<file path="src/rtl/muldiv_pkg.sv">
// Shared types and opcode classification helpers for the iterative RV-M multiply/divide unit.
package muldiv_pkg;

    typedef enum logic [2:0] {
        OP_MUL    = 3'b000,
        OP_MULH   = 3'b001,
        OP_MULHSU = 3'b010,
        OP_MULHU  = 3'b011,
        OP_DIV    = 3'b100,
        OP_DIVU   = 3'b101,
        OP_REM    = 3'b110,
        OP_REMU   = 3'b111
    } op_e;

    typedef enum logic [1:0] {
        IDLE = 2'd0,
        CALC = 2'd1,
        DONE = 2'd2
    } state_e;

    function automatic logic is_div(input op_e op);
        return op inside {OP_DIV, OP_DIVU, OP_REM, OP_REMU};
    endfunction

    function automatic logic is_rem(input op_e op);
        return op inside {OP_REM, OP_REMU};
    endfunction

    function automatic logic is_high(input op_e op);
        return op inside {OP_MULH, OP_MULHSU, OP_MULHU};
    endfunction

    // MUL keeps only the low half, which is identical for signed and unsigned operands.
    function automatic logic a_signed(input op_e op);
        return op inside {OP_MULH, OP_MULHSU, OP_DIV, OP_REM};
    endfunction

    function automatic logic b_signed(input op_e op);
        return op inside {OP_MULH, OP_DIV, OP_REM};
    endfunction

endpackage

</file>
<file path="src/rtl/muldiv_step.sv">
// One combinational iteration: shift-add for multiply, restoring shift-subtract for divide.
module muldiv_step #(
    parameter int XLEN = 32
) (
    input  logic            i_div,
    input  logic [XLEN-1:0] i_hi,
    input  logic [XLEN-1:0] i_lo,
    input  logic [XLEN-1:0] i_b,
    output logic [XLEN-1:0] o_hi,
    output logic [XLEN-1:0] o_lo
);

    logic [XLEN:0]   w_addend;
    logic [XLEN:0]   w_sum;
    logic [XLEN:0]   w_shift;
    logic [XLEN-1:0] w_diff;
    logic            w_ge;

    assign w_addend = i_lo[0] ? {1'b0, i_b} : '0;
    assign w_sum    = {1'b0, i_hi} + w_addend;

    // Partial remainder is always below the divisor, so the XLEN-bit difference is exact when w_ge.
    assign w_shift  = {i_hi, i_lo[XLEN-1]};
    assign w_ge     = (w_shift >= {1'b0, i_b});
    assign w_diff   = w_shift[XLEN-1:0] - i_b;

    always_comb begin
        o_hi = w_sum[XLEN:1];
        o_lo = {w_sum[0], i_lo[XLEN-1:1]};
        if (i_div) begin
            o_hi = w_ge ? w_diff : w_shift[XLEN-1:0];
            o_lo = {i_lo[XLEN-2:0], w_ge};
        end
    end

endmodule

</file>
<file path="src/rtl/muldiv_unit.sv">
// Multi-cycle RV-M multiply/divide unit: 1 bit per cycle on magnitudes, sign fix-up on the final step.
module muldiv_unit
    import muldiv_pkg::*;
#(
    parameter int XLEN      = 32,
    parameter bit FAST_ZERO = 1'b1
) (
    input  logic            i_clk,
    input  logic            i_rst_n,
    input  logic            i_valid,
    output logic            o_ready,
    input  logic [2:0]      i_op,
    input  logic [XLEN-1:0] i_operand_a,
    input  logic [XLEN-1:0] i_operand_b,
    input  logic            i_kill,
    output logic            o_valid,
    input  logic            i_ready,
    output logic [XLEN-1:0] o_result
);

    localparam int              CW       = $clog2(XLEN + 1);
    localparam logic [CW-1:0]   CNT_INIT = CW'(XLEN);
    localparam logic [XLEN-1:0] MIN_VAL  = {1'b1, {(XLEN-1){1'b0}}};

    state_e          r_state;
    op_e             r_op;
    logic [CW-1:0]   r_cnt;
    logic [XLEN-1:0] r_hi;
    logic [XLEN-1:0] r_lo;
    logic [XLEN-1:0] r_b;
    logic            r_neg_q;
    logic            r_neg_r;
    logic [XLEN-1:0] r_result;

    op_e               w_op;
    logic              w_a_neg;
    logic              w_b_neg;
    logic [XLEN-1:0]   w_a_mag;
    logic [XLEN-1:0]   w_b_mag;
    logic              w_b_zero;
    logic              w_ovf;
    logic              w_special;
    logic [XLEN-1:0]   w_special_res;
    logic [XLEN-1:0]   w_hi;
    logic [XLEN-1:0]   w_lo;
    logic [2*XLEN-1:0] w_prod;
    logic [XLEN-1:0]   w_final;

    assign w_op     = op_e'(i_op);
    assign w_a_neg  = a_signed(w_op) && i_operand_a[XLEN-1];
    assign w_b_neg  = b_signed(w_op) && i_operand_b[XLEN-1];
    assign w_a_mag  = w_a_neg ? -i_operand_a : i_operand_a;
    assign w_b_mag  = w_b_neg ? -i_operand_b : i_operand_b;
    assign w_b_zero = (i_operand_b == '0);
    assign w_ovf    = is_div(w_op) && b_signed(w_op) && (i_operand_a == MIN_VAL) && (i_operand_b == '1);
    assign w_special = is_div(w_op) && (w_b_zero || w_ovf);
    assign w_special_res = is_rem(w_op) ? (w_b_zero ? i_operand_a : '0)
                                        : (w_b_zero ? '1 : MIN_VAL);

    muldiv_step #(.XLEN(XLEN)) u_step (
        .i_div (is_div(r_op)),
        .i_hi  (r_hi),
        .i_lo  (r_lo),
        .i_b   (r_b),
        .o_hi  (w_hi),
        .o_lo  (w_lo)
    );

    // After the last step, hi/lo hold product halves (MUL) or remainder/quotient (DIV).
    always_comb begin
        w_prod  = r_neg_q ? -{w_hi, w_lo} : {w_hi, w_lo};
        w_final = w_prod[XLEN-1:0];
        if (is_div(r_op)) begin
            if (is_rem(r_op)) w_final = r_neg_r ? -w_hi : w_hi;
            else              w_final = r_neg_q ? -w_lo : w_lo;
        end else if (is_high(r_op)) begin
            w_final = w_prod[2*XLEN-1:XLEN];
        end
    end

    always_ff @(posedge i_clk or negedge i_rst_n) begin
        if (!i_rst_n) begin
            r_state  <= IDLE;
            r_op     <= OP_MUL;
            r_cnt    <= '0;
            r_hi     <= '0;
            r_lo     <= '0;
            r_b      <= '0;
            r_neg_q  <= 1'b0;
            r_neg_r  <= 1'b0;
            r_result <= '0;
        end else if (i_kill) begin
            r_state <= IDLE;
        end else begin
            case (r_state)
                IDLE: begin
                    if (i_valid) begin
                        r_op    <= w_op;
                        r_cnt   <= CNT_INIT;
                        r_hi    <= '0;
                        r_lo    <= w_a_mag;
                        r_b     <= w_b_mag;
                        // A zero divisor yields all-ones unsigned, so the quotient is never negated.
                        r_neg_q <= (w_a_neg ^ w_b_neg) && !(is_div(w_op) && w_b_zero);
                        r_neg_r <= w_a_neg;
                        if (FAST_ZERO && w_special) begin
                            r_result <= w_special_res;
                            r_state  <= DONE;
                        end else begin
                            r_state <= CALC;
                        end
                    end
                end
                CALC: begin
                    r_hi  <= w_hi;
                    r_lo  <= w_lo;
                    r_cnt <= r_cnt - 1'b1;
                    if (r_cnt == CW'(1)) begin
                        r_result <= w_final;
                        r_state  <= DONE;
                    end
                end
                DONE: begin
                    if (i_ready) r_state <= IDLE;
                end
                default: r_state <= IDLE;
            endcase
        end
    end

    assign o_ready  = (r_state == IDLE);
    assign o_valid  = (r_state == DONE);
    assign o_result = r_result;

endmodule

</file>
<file path="config.mk">
export PLATFORM = sky130hd
export DESIGN_NAME = muldiv_unit
export DESIGN_NICKNAME = d
export VERILOG_FILES = /design/src/rtl/muldiv_pkg.sv /design/src/rtl/muldiv_step.sv /design/src/rtl/muldiv_unit.sv
export SDC_FILE = /design/constraint.sdc
export NUM_CORES = 1
export LEC_CHECK = 0
export ABC_AREA = 1
export BUFFER_PORTS_ARGS = -buffer_cell sky130_fd_sc_hd__buf_2
export CAP_MARGIN = 20
export CELL_PAD_IN_SITES_DETAIL_PLACEMENT = 1
export CELL_PAD_IN_SITES_GLOBAL_PLACEMENT = 2
export CORE_MARGIN = 3
export CORE_UTILIZATION = 36
export CTS_CLUSTER_DIAMETER = 100
export CTS_CLUSTER_SIZE = 30
export DETAILED_ROUTE_END_ITERATION = 16
export GPL_TIMING_DRIVEN = 0
export PLACE_DENSITY = 0.91
export SLEW_MARGIN = 20
export SYNTH_ARGS = -nofsm -noshare
export SYNTH_HDL_FRONTEND = slang
export SYNTH_SLANG_ARGS = --single-unit
</file>
<file path="constraint.sdc">
create_clock -name i_clk -period 9.15 [get_ports i_clk]
set_input_delay 0 -clock i_clk [delete_from_list [all_inputs] [get_ports i_clk]]
set_output_delay 0 -clock i_clk [all_outputs]
set_load 0.03 [all_outputs]
</file>
==> results.ini, run 1 <==
[run_status]
status = finished, final reports clean

[grt]
gr-usage-all-layers = 0.345
grt_max_degree = 76
antenna_found_initial = 2
grt_pass1_wl_um = 130000
grt-ovfl-total = 0
grt_pass1_vias = 21080

[cts]
cts.path.max_buffers = 2
cts_root_buf = clkbuf_16
clk_pin_slew_worst_paths_ps = 70
clock_latency_ps = 480
numCtsBuffers = 17
clock-sinks = 141
htree_num_levels = 4
cts_tree = done
cts_resized = 0

[worst_hold_path]
holdPathEnd = r_lo[27]$_DFFE_PN0P_
hold_path_startpoint = i_operand_a[27]
hp-class = in2reg
hold_path_depth = 5

[timing]
fin_crit_ps = 5410
finalSetupViolCount = 0
hold_viol = 0
skew_ps = 11.7
rsz0062_at_grt = no
tightest_slew_ps = 1000
fin_setup_tns_ps = 0
timing.slew.headroom = 0.330
max_freq_mhz = 185
holdWs_ps = 55.4
finalCritPeriodShare = 0.592
setup_slack_ps = 3740
drv_slew = 0

[yosys]
ys_seq_area_frac = 0.206
synth_nets = 3109
ys_top_cells_by_area = nand2_1 21%, dfrtp_1 21%, inv_1 9.1%
ys.warnings.count = 0
synth_cells = 2964
synth_edf_count = 0
syn_area_um2 = 17100
ys.flop_type = dfrtp_1
syn_area_per_cell_um2 = 5.78
ys_ff_latch = 141
synthArstFlopShare = 1.00
synth_top_area_frac = 0.212
synth_top_cell_by_area = nand2_1
yosys.cell_types.count = 55

[floorplanning]
die_h_um = 224
initial_utilization = 0.366
rows = 79
die_w_um = 224
die_area_um2 = 50200
core_area_um2 = 46800
ios = 106

[place]
dpl_cell_area_um2 = 18500
hpwlAfterDp_um = 72900
gp_congestion = 0.981
dpl_worst_slack_ps = 3910
port-buffer-count = 105
dp.cells = 3678

[finish]
syn2layout_area_growth_pct = 15.9
nNetsFinal = 3310
layout-drive-gt1-share = 0.0881
post-route-util = 0.424
final_cell_mix = 966 x nand2_1, 414 x inv_1, 302 x nor2_1
final_cells = 3785
layout_commonest_cell = nand2_1
diodes = 0
fillCellCount = 6486
design_area_um2 = 19800

[power_and_ir_drop]
power_switching_mw = 5.46
pwr-share-seq = 0.137
totalPowerFinal_mw = 8.63
power_density_nw_per_um2 = 435
power_switching_share = 0.633
power_frac_comb = 0.771
p_int_mw = 3.16
ir_worst_vdd_v = 0.000221
p_leak_nw = 10.5
clockPowerShare = 0.092

[worst_setup_path]
cp_common_cell = nand2_1
cp_num_buf_inv = 2
cp_data_arrival_time_ps = 5780
cpLargestDelayFamily = simple AND/OR/NAND/NOR gates
r2r_cells = 32
critPathSlowestCell = dfrtp_1
crit_type = reg2reg
r2r-start = r_b[30]$_DFFE_PN0P_
slowest_delay_ps = 570
worstSetupEndpointType = flop
cp_max_fo = 10
cp-start-kind = flop
crit_required_ps = 9520
ff2ff_setup_slack_ps = 3740
r2r-end = o_result[22]$_DFFE_PN0P_

[detailed_routing]
dr.pass1.iters = 5
ant_nets = 0
wire_per_inst_um = 23.1
vias = 21043
via_per_inst = 5.56
routed_wl_um = 87600
first_iter_violations = 1905
drc = 0

[run]
cap_violations = 0

## cell usage after synthesis, types with 16 or more instances
master,count
nor2_1,302
nand4_1,32
nor3_1,27
nand2_2,28
nand3_1,247
a21oi_1,125
xor2_1,85
o221ai_1,21
ha_1,71
inv_1,414
xnor2_1,27
clkbuf_1,53
nand2_1,966
o21ai_0,176
o22ai_1,32
inv_2,16
buf_2,16
dfrtp_1,141
o21ai_1,16
nor2_2,22
## worst max path at each step
stage,startpoint,to,slack (ps),cells after the start
5_1_grt,r_b[26]$_DFFE_PN0P_,o_result[0]$_DFFE_PN0P_,3320,26
4_1_cts,r_b[30]$_DFFE_PN0P_,o_result[22]$_DFFE_PN0P_,3890,32
2_1_floorplan,r_hi[27]$_DFFE_PN0P_,o_result[22]$_DFFE_PN0P_,5510,29
3_3_place_gp,r_b[30]$_DFFE_PN0P_,o_result[0]$_DFFE_PN0P_,3970,26
6_report,r_b[30]$_DFFE_PN0P_,o_result[22]$_DFFE_PN0P_,3740,32
3_5_place_dp,r_b[30]$_DFFE_PN0P_,o_result[22]$_DFFE_PN0P_,3910,32
## logic make-up after synthesis
| group | after synthesis | share of synthesized area |
|---|---|---|
| compound gates | 432 | 0.143 |
| fa+ha+maj | 73 | 0.0542 |
| xor+xnor | 112 | 0.0573 |
| simple gates | 1679 | 0.416 |
| buf+inv | 527 | 0.123 |
| flops | 141 | 0.206 |
## repair_timing
item                      in CTS  in global routing
buffers inserted               0                  0
hold endpoints to repair     228                  0
hold buffers                  75                  0
## registers in the layout, summed over array words and instances (netlist names)
register and flops:
r_lo 32, r_op 3, o_result 32, r_cnt 6, r_b 32, r_neg_q 1, r_neg_r 1, r_hi 32
r_state 2
## area by class of cell
cell class	count	area, µm²	area share
repair buffers	182	1320	0.0665
inverters	435	1630	0.0823
multi-input cells	2296	11500	0.579
well taps	607	759	0.0383
flip-flops and latches	141	3530	0.178
clock inverters	13	201	0.0102
clock buffers	19	433	0.0218
plain buffers	92	470	0.0237
## per-layer routing
metal / part of all wire / global-route usage / up-vias
met2: 0.43 / 0.532 / 701
met5: 0 / 0 / -
met4: 0.025 / 0.0935 / 0
met3: 0.073 / 0.0577 / 109
met1: 0.47 / 0.497 / 10364
li1: - / - / 9869
## worst min-delay path: stages
cell	delay [ps]
buf_2	130
inv_1	120
xor2_1	80
nor2_1	80
o22ai_1	70
## power groups by stage
stage	logic, mW	clock network (mW)	registers [mW]
floorplan	4.23	0	1.09
global route	7.24	0.827	1.19
global placement	6.30	0	1.16
CTS	6.50	0.799	1.17
finish	6.65	0.790	1.18
detailed placement	6.43	0	1.17
No activity file was read; power rests on OpenSTA's default activity.
==> inputs of run 2 (changes only) <==
- CORE_UTILIZATION: 36 -> 30
- PLACE_DENSITY: 0.91 -> 0.81
- clock period: 9.15 -> 4.79 ns (I/O delays scaled with it)
==> run 2 against run 1 <==
Effect of this change: register-to-register slack worse by 3500 ps; hold slack hardly changed; total power is 93% higher; clock power is 78% higher; core utilization is 5.8 points lower; clock-buffer cell count is 2 lower.
==> results.ini, run 2 (synthesis gave the netlist of run 1 again) <==
[run_status]
status = finished, final reports clean

[power_and_ir_drop]
p_leak_nw = 10.5  ; +0.54%
totalPowerFinal_mw = 16.6  ; +93%
power_density_nw_per_um2 = 815  ; +87%
ir_worst_vdd_v = 0.000310  ; +40%

[detailed_routing]
vias = 20836  ; -0.98%
drc = 0  ; unchanged
ant_nets = 0  ; unchanged
first_iter_violations = 1688  ; -11%
wire_per_inst_um = 22.7  ; -2.1%
via_per_inst = 5.29  ; -4.9%
routed_wl_um = 89200  ; +1.9%
dr.pass1.iters = 5  ; unchanged

[worst_setup_path]
cp_common_cell = nand2_1
slowest_delay_ps = 470  ; -100 ps
cp_max_fo = 10  ; unchanged
crit_required_ps = 5210  ; -4310 ps
r2r_cells = 31  ; -3.1%
crit_type = reg2reg
cp-start-kind = flop
critPathSlowestCell = dfrtp_2
worstSetupEndpointType = flop
cp_data_arrival_time_ps = 4920  ; -860 ps

[timing]
finalCritPeriodShare = 0.941  ; +0.349
drv_slew = 0  ; unchanged
timing.slew.headroom = 0.285  ; -0.0452
skew_ps = 15.9  ; +4.21 ps
fin_crit_ps = 4510  ; -908 ps
hold_viol = 0  ; unchanged
max_freq_mhz = 222  ; +20%
fin_setup_tns_ps = 0  ; unchanged
finalSetupViolCount = 0  ; unchanged
tightest_slew_ps = 1060  ; +59.6 ps

[floorplanning]
die_area_um2 = 60000  ; +19%
initial_utilization = 0.307  ; -0.0590
die_w_um = 245  ; +9.3%
rows = 86  ; +8.9%
ios = 106  ; unchanged
core_area_um2 = 55700  ; +19%
die_h_um = 245  ; +9.3%

[cts]
numCtsBuffers = 17  ; unchanged
cts_tree = done
clock_latency_ps = 490  ; about the same
clock-sinks = 141  ; unchanged
cts_root_buf = clkbuf_16
cts.path.max_buffers = 2  ; unchanged
htree_num_levels = 4  ; unchanged
clk_pin_slew_worst_paths_ps = 80  ; about the same

[finish]
design_area_um2 = 20400  ; +2.9%
final_cell_mix = 960 x nand2_1, 408 x inv_1, 294 x nor2_1
layout-drive-gt1-share = 0.116  ; +0.0278
nNetsFinal = 3323  ; +0.39%
layout_commonest_cell = nand2_1
syn2layout_area_growth_pct = 19.3
fillCellCount = 7599  ; +17%

[grt]
grt_pass1_wl_um = 133000  ; +2.5%
grt_pass1_vias = 21090  ; +0.047%
gr-usage-all-layers = 0.296  ; -0.0488
antenna_found_initial = 4  ; +2
grt_max_degree = 76  ; unchanged
grt-ovfl-total = 0  ; unchanged

[place]
dpl_cell_area_um2 = 18600  ; +0.93%
gp_congestion = 0.939  ; -4.3%
port-buffer-count = 105  ; unchanged
hpwlAfterDp_um = 74600  ; +2.4%

[run]
cap_violations = 0  ; unchanged

[worst_hold_path]
hp-class = in2async

[run 2: cell count changes in the layout (fill, tap and decap cells not counted), moves of 8 or more]
cell | previous run | this run
buf_4 | 2 | 18
ha_1 | 71 | 52
ha_2 | 0 | 8
ha_4 | 0 | 11
dfrtp_2 | 0 | 20
dfrtp_1 | 141 | 121
nor2_1 | 302 | 294
[run 2: per-layer routing]
metal  track usage  share of wire  vias to the layer above
met2         0.473           0.44                      552
met4        0.0643          0.018                        2
met3        0.0371          0.058                       85
met1         0.425           0.48                    10301
li1              -              -                     9896
met5             0        0.00015                        -
[run 2: report_power, final]
group          switching, mW  total [mW]  internal, mW
registers              0.631        2.31          1.67
clock network          0.709        1.41         0.702
logic                   9.16        12.9          3.76
[run 2: final cells by class]
type | instances | area [µm²] | area share
Antenna cell | 1 | 2.50 | 0.000123
Buffer | 91 | 489 | 0.0240
Clock buffer | 17 | 425 | 0.0208
Clock inverter | 15 | 168 | 0.00821
Inverter | 435 | 1640 | 0.0803
Multi-Input combinational cell | 2296 | 11800 | 0.577
Sequential cell | 141 | 3550 | 0.174
Tap cell | 748 | 936 | 0.0458
Timing Repair Buffer | 196 | 1430 | 0.0701
[run 2: path summary, 6_finish.rpt]
path                                                from                  endpoint  slack, ps
worst max-delay path                 r_b[15]$_DFFE_PN0P_   o_result[8]$_DFFE_PN0P_        280
worst max register to register       r_b[15]$_DFFE_PN0P_   o_result[8]$_DFFE_PN0P_        280
worst min register to register  o_result[20]$_DFFE_PN0P_  o_result[20]$_DFFE_PN0P_        480
max in group asynchronous                        i_rst_n       r_b[10]$_DFFE_PN0P_       3840
min in group i_clk                       i_operand_a[26]      r_lo[26]$_DFFE_PN0P_         60
worst min-delay path                             i_rst_n  o_result[28]$_DFFE_PN0P_         60
[run 2: critical path, delay by kind of cell (launching register included)]
kind            cells  cell delay [ps]
buf+inv             5              520
flops               1              470
compound gates      1              250
xor+xnor            1              160
fa+ha+maj           2              470
simple gates       22             2550
[run 2: metrics by stage]
| step | hold WS [ps] | instances | utilization | worst slack (ps) |
|---|---|---|---|---|
| after floorplan | -296 | 2964 | - | 1150 |
| after global placement | 308 | 3817 | 0.333 | -413 |
| after detailed placement | -4.87 | 3819 | 0.334 | -385 |
| after CTS | 15.6 | 3925 | 0.360 | 7.19 |
| after global routing | 107 | 3940 | 0.366 | -13.2 |
| final | 55.3 | 3940 | 0.366 | 284 |
[run 2: what timing repair did]
item	4_1_cts	5_1_grt
hold buffers	73	0
endpoints found under the setup margin	21	23
gates resized for setup	29	60
buffers inserted	2	14
pin swaps	2	4
hold endpoints to repair	211	0
==> inputs of run 3 (changes only) <==
- CORE_UTILIZATION: 30 -> 33
- MAX_ROUTING_LAYER: default -> met4
- PLACE_DENSITY: 0.81 -> 0.85
- clock period: 4.79 -> 4.6 ns (I/O delays scaled with it)
==> run 3 against run 2 <==
Effect of this change: first-iteration DRC count fell by 0.36%; die area shrank 8.9%; sequential share of layout area down 0.21 points; register-to-register slack lost 60 ps.
==> results.ini, run 3 (synthesis gave the netlist of run 1 again) <==
[timing]
finalCritPeriodShare = 0.951  ; +0.0101
tightest_slew_ps = 1080  ; +14.2 ps
max_freq_mhz = 229  ; +3.0%
skew_ps = 14.9  ; -0.991 ps
hold_viol = 0  ; unchanged
finalSetupViolCount = 0  ; unchanged
drv_slew = 0  ; unchanged
timing.slew.headroom = 0.273  ; -0.0116
fin_crit_ps = 4370  ; -132 ps

[detailed_routing]
ant_nets = 0  ; unchanged
routed-wl-met2_um = 39600  ; +0.15%
drt-met1-wl_um = 44200  ; +3.0%
vias = 21142  ; +1.5%
wire_per_inst_um = 23.5  ; +3.8%
drc = 0  ; unchanged
first_iter_violations = 1682  ; -0.36%
dr_wl_met3_um = 5500  ; +6.9%
dr.pass1.iters = 5  ; unchanged
via_per_inst = 5.45  ; +3.1%
dr.max_layer_used = met4
routed_wl_um = 91100  ; +2.1%

[worst_setup_path]
crit_required_ps = 4960  ; -250 ps
cpLargestDelayFamily = simple AND/OR/NAND/NOR gates
worstSetupEndpointType = flop
r2r_cells = 24  ; -23%
critPathSlowestCell = dfrtp_2
cp_cell_sequence = inv_1, ha_4, a21oi_4, nor2_1, nor2_2, a21oi_2, nor2_4, buf_6, nand3_1, nand2_2, ha_2, nand3_2, nor2_4, nand2_2, nor2_4, nand2_1, nor3_2, nand2_1, nor2_4, nand3_4, o21ai_4, xor2_1, a21oi_1, o21ai_1
cp_num_buf_inv = 2  ; -3
r2r-start = r_b[22]$_DFFE_PN0P_
slowest_delay_ps = 500  ; +30 ps
ff2ff_setup_slack_ps = 230  ; -60 ps
crit_type = reg2reg
cp-start-kind = flop
r2r-end = o_result[4]$_DFFE_PN0P_
cp_max_fo = 8  ; -2
cp_data_arrival_time_ps = 4730  ; -190 ps
cp_common_cell = nor2_4

[grt]
grt-ovfl-total = 0  ; unchanged
grt_pass1_vias = 21345  ; +1.2%
antenna_found_initial = 0  ; -4
grt_pass1_wl_um = 135000  ; +1.1%
gr-usage-all-layers = 0.342  ; +0.0463
grt_max_degree = 87  ; +14%

[cts]
clock-sinks = 141  ; unchanged
cts_tree = done
htree_num_levels = 4  ; unchanged
clk_pin_slew_worst_paths_ps = 70  ; about the same
cts_root_buf = clkbuf_16
clock_latency_ps = 480  ; about the same
numCtsBuffers = 17  ; unchanged
cts.path.max_buffers = 2  ; unchanged

[place]
hpwlAfterDp_um = 75500  ; +1.2%
port-buffer-count = 105  ; unchanged
dp.cells = 3743  ; -2.0%
gp_congestion = 0.957  ; +1.9%

[floorplanning]
die_area_um2 = 54600  ; -8.9%
die_h_um = 234  ; -4.5%
die_w_um = 234  ; -4.5%
rows = 82  ; -4.7%
ios = 106  ; unchanged
core_area_um2 = 50700  ; -9.1%
initial_utilization = 0.338  ; +0.0306

[finish]
final_cells = 3878  ; -1.6%
final_cell_mix = 949 x nand2_1, 407 x inv_1, 287 x nor2_1
nNetsFinal = 3338  ; +0.45%
layout-drive-gt1-share = 0.132  ; +0.0157
syn2layout_area_growth_pct = 21.0
post-route-util = 0.409  ; +0.0422
diodes = 0  ; -1
layout_commonest_cell = nand2_1

[worst_hold_path]
hp-class = in2reg
hold_path_depth = 5
hold_path_startpoint = i_operand_a[21]
holdPathEnd = r_lo[22]$_DFFE_PN0P_

[run_status]
status = finished, final reports clean

[power_and_ir_drop]
ir_worst_vdd_v = 0.000466  ; +50%
power_density_nw_per_um2 = 870  ; +6.7%
p_leak_nw = 10.6  ; +0.64%

[run]
cap_violations = 0  ; unchanged

## run 3: worst max path at each step
stage                    startpoint  cells past startpoint                        to
2_1_floorplan  r_hi[27]$_DFFE_PN0P_                     29  o_result[22]$_DFFE_PN0P_
3_3_place_gp    r_b[23]$_DFFE_PN0P_                     24   o_result[0]$_DFFE_PN0P_
3_5_place_dp    r_b[23]$_DFFE_PN0P_                     24   o_result[0]$_DFFE_PN0P_
4_1_cts         r_b[23]$_DFFE_PN0P_                     29  o_result[14]$_DFFE_PN0P_
5_1_grt         r_b[24]$_DFFE_PN0P_                     30  o_result[22]$_DFFE_PN0P_
6_report        r_b[22]$_DFFE_PN0P_                     24   o_result[4]$_DFFE_PN0P_
## run 3: stage by stage
step	cell area (µm²)	TNS, ps	setup WS, ps	hold slack, ps	power [mW]
4_1_cts	20100	0	1.56	2.87	17.1
2_1_floorplan	17100	0	957	-296	10.6
3_3_place_gp	18500	-8890	-656	312	15.0
3_5_place_dp	18500	-9790	-632	-63.5	15.3
6_report	20700	0	227	51.1	18.0
5_1_grt	20700	-104	-46.6	34.9	19.3
## run 3: tightest hold or removal path: cells and delay by family
family	cells	cell delay, ps
xor+xnor	1	140
compound gates	3	220
buf+inv	1	120
## run 3: where the power goes
part	switching [mW]	internal (mW)	leakage, nW
clock	0.652	0.785	0.284
combinational	10.0	4.14	8.53
sequential	0.675	1.75	1.79
## run 3: repair_timing
| action | CTS | global route |
|---|---|---|
| hold buffers | 74 | 0 |
| hold endpoints to repair | 222 | 0 |
| buffers inserted | 8 | 22 |
| setup endpoints to repair | 28 | 24 |
| pin swaps | 4 | 18 |
| resized for setup | 51 | 100 |
## run 3: final cells by class
type,instances,area [µm²]
plain buffers,91,493
clock buffers,20,457
clock inverters,12,121
fillers,6910,30000
inverters,435,1640
multi-input cells,2296,12100
flip-flops and latches,141,3560
well taps,672,841
repair buffers,211,1530
## run 3: layer usage
metal	vias to the layer above	global-route usage
met2	664	0.513
met5	-	-
met4	0	0.0811
li1	9915	-
met1	10476	0.483
met3	87	0.0532
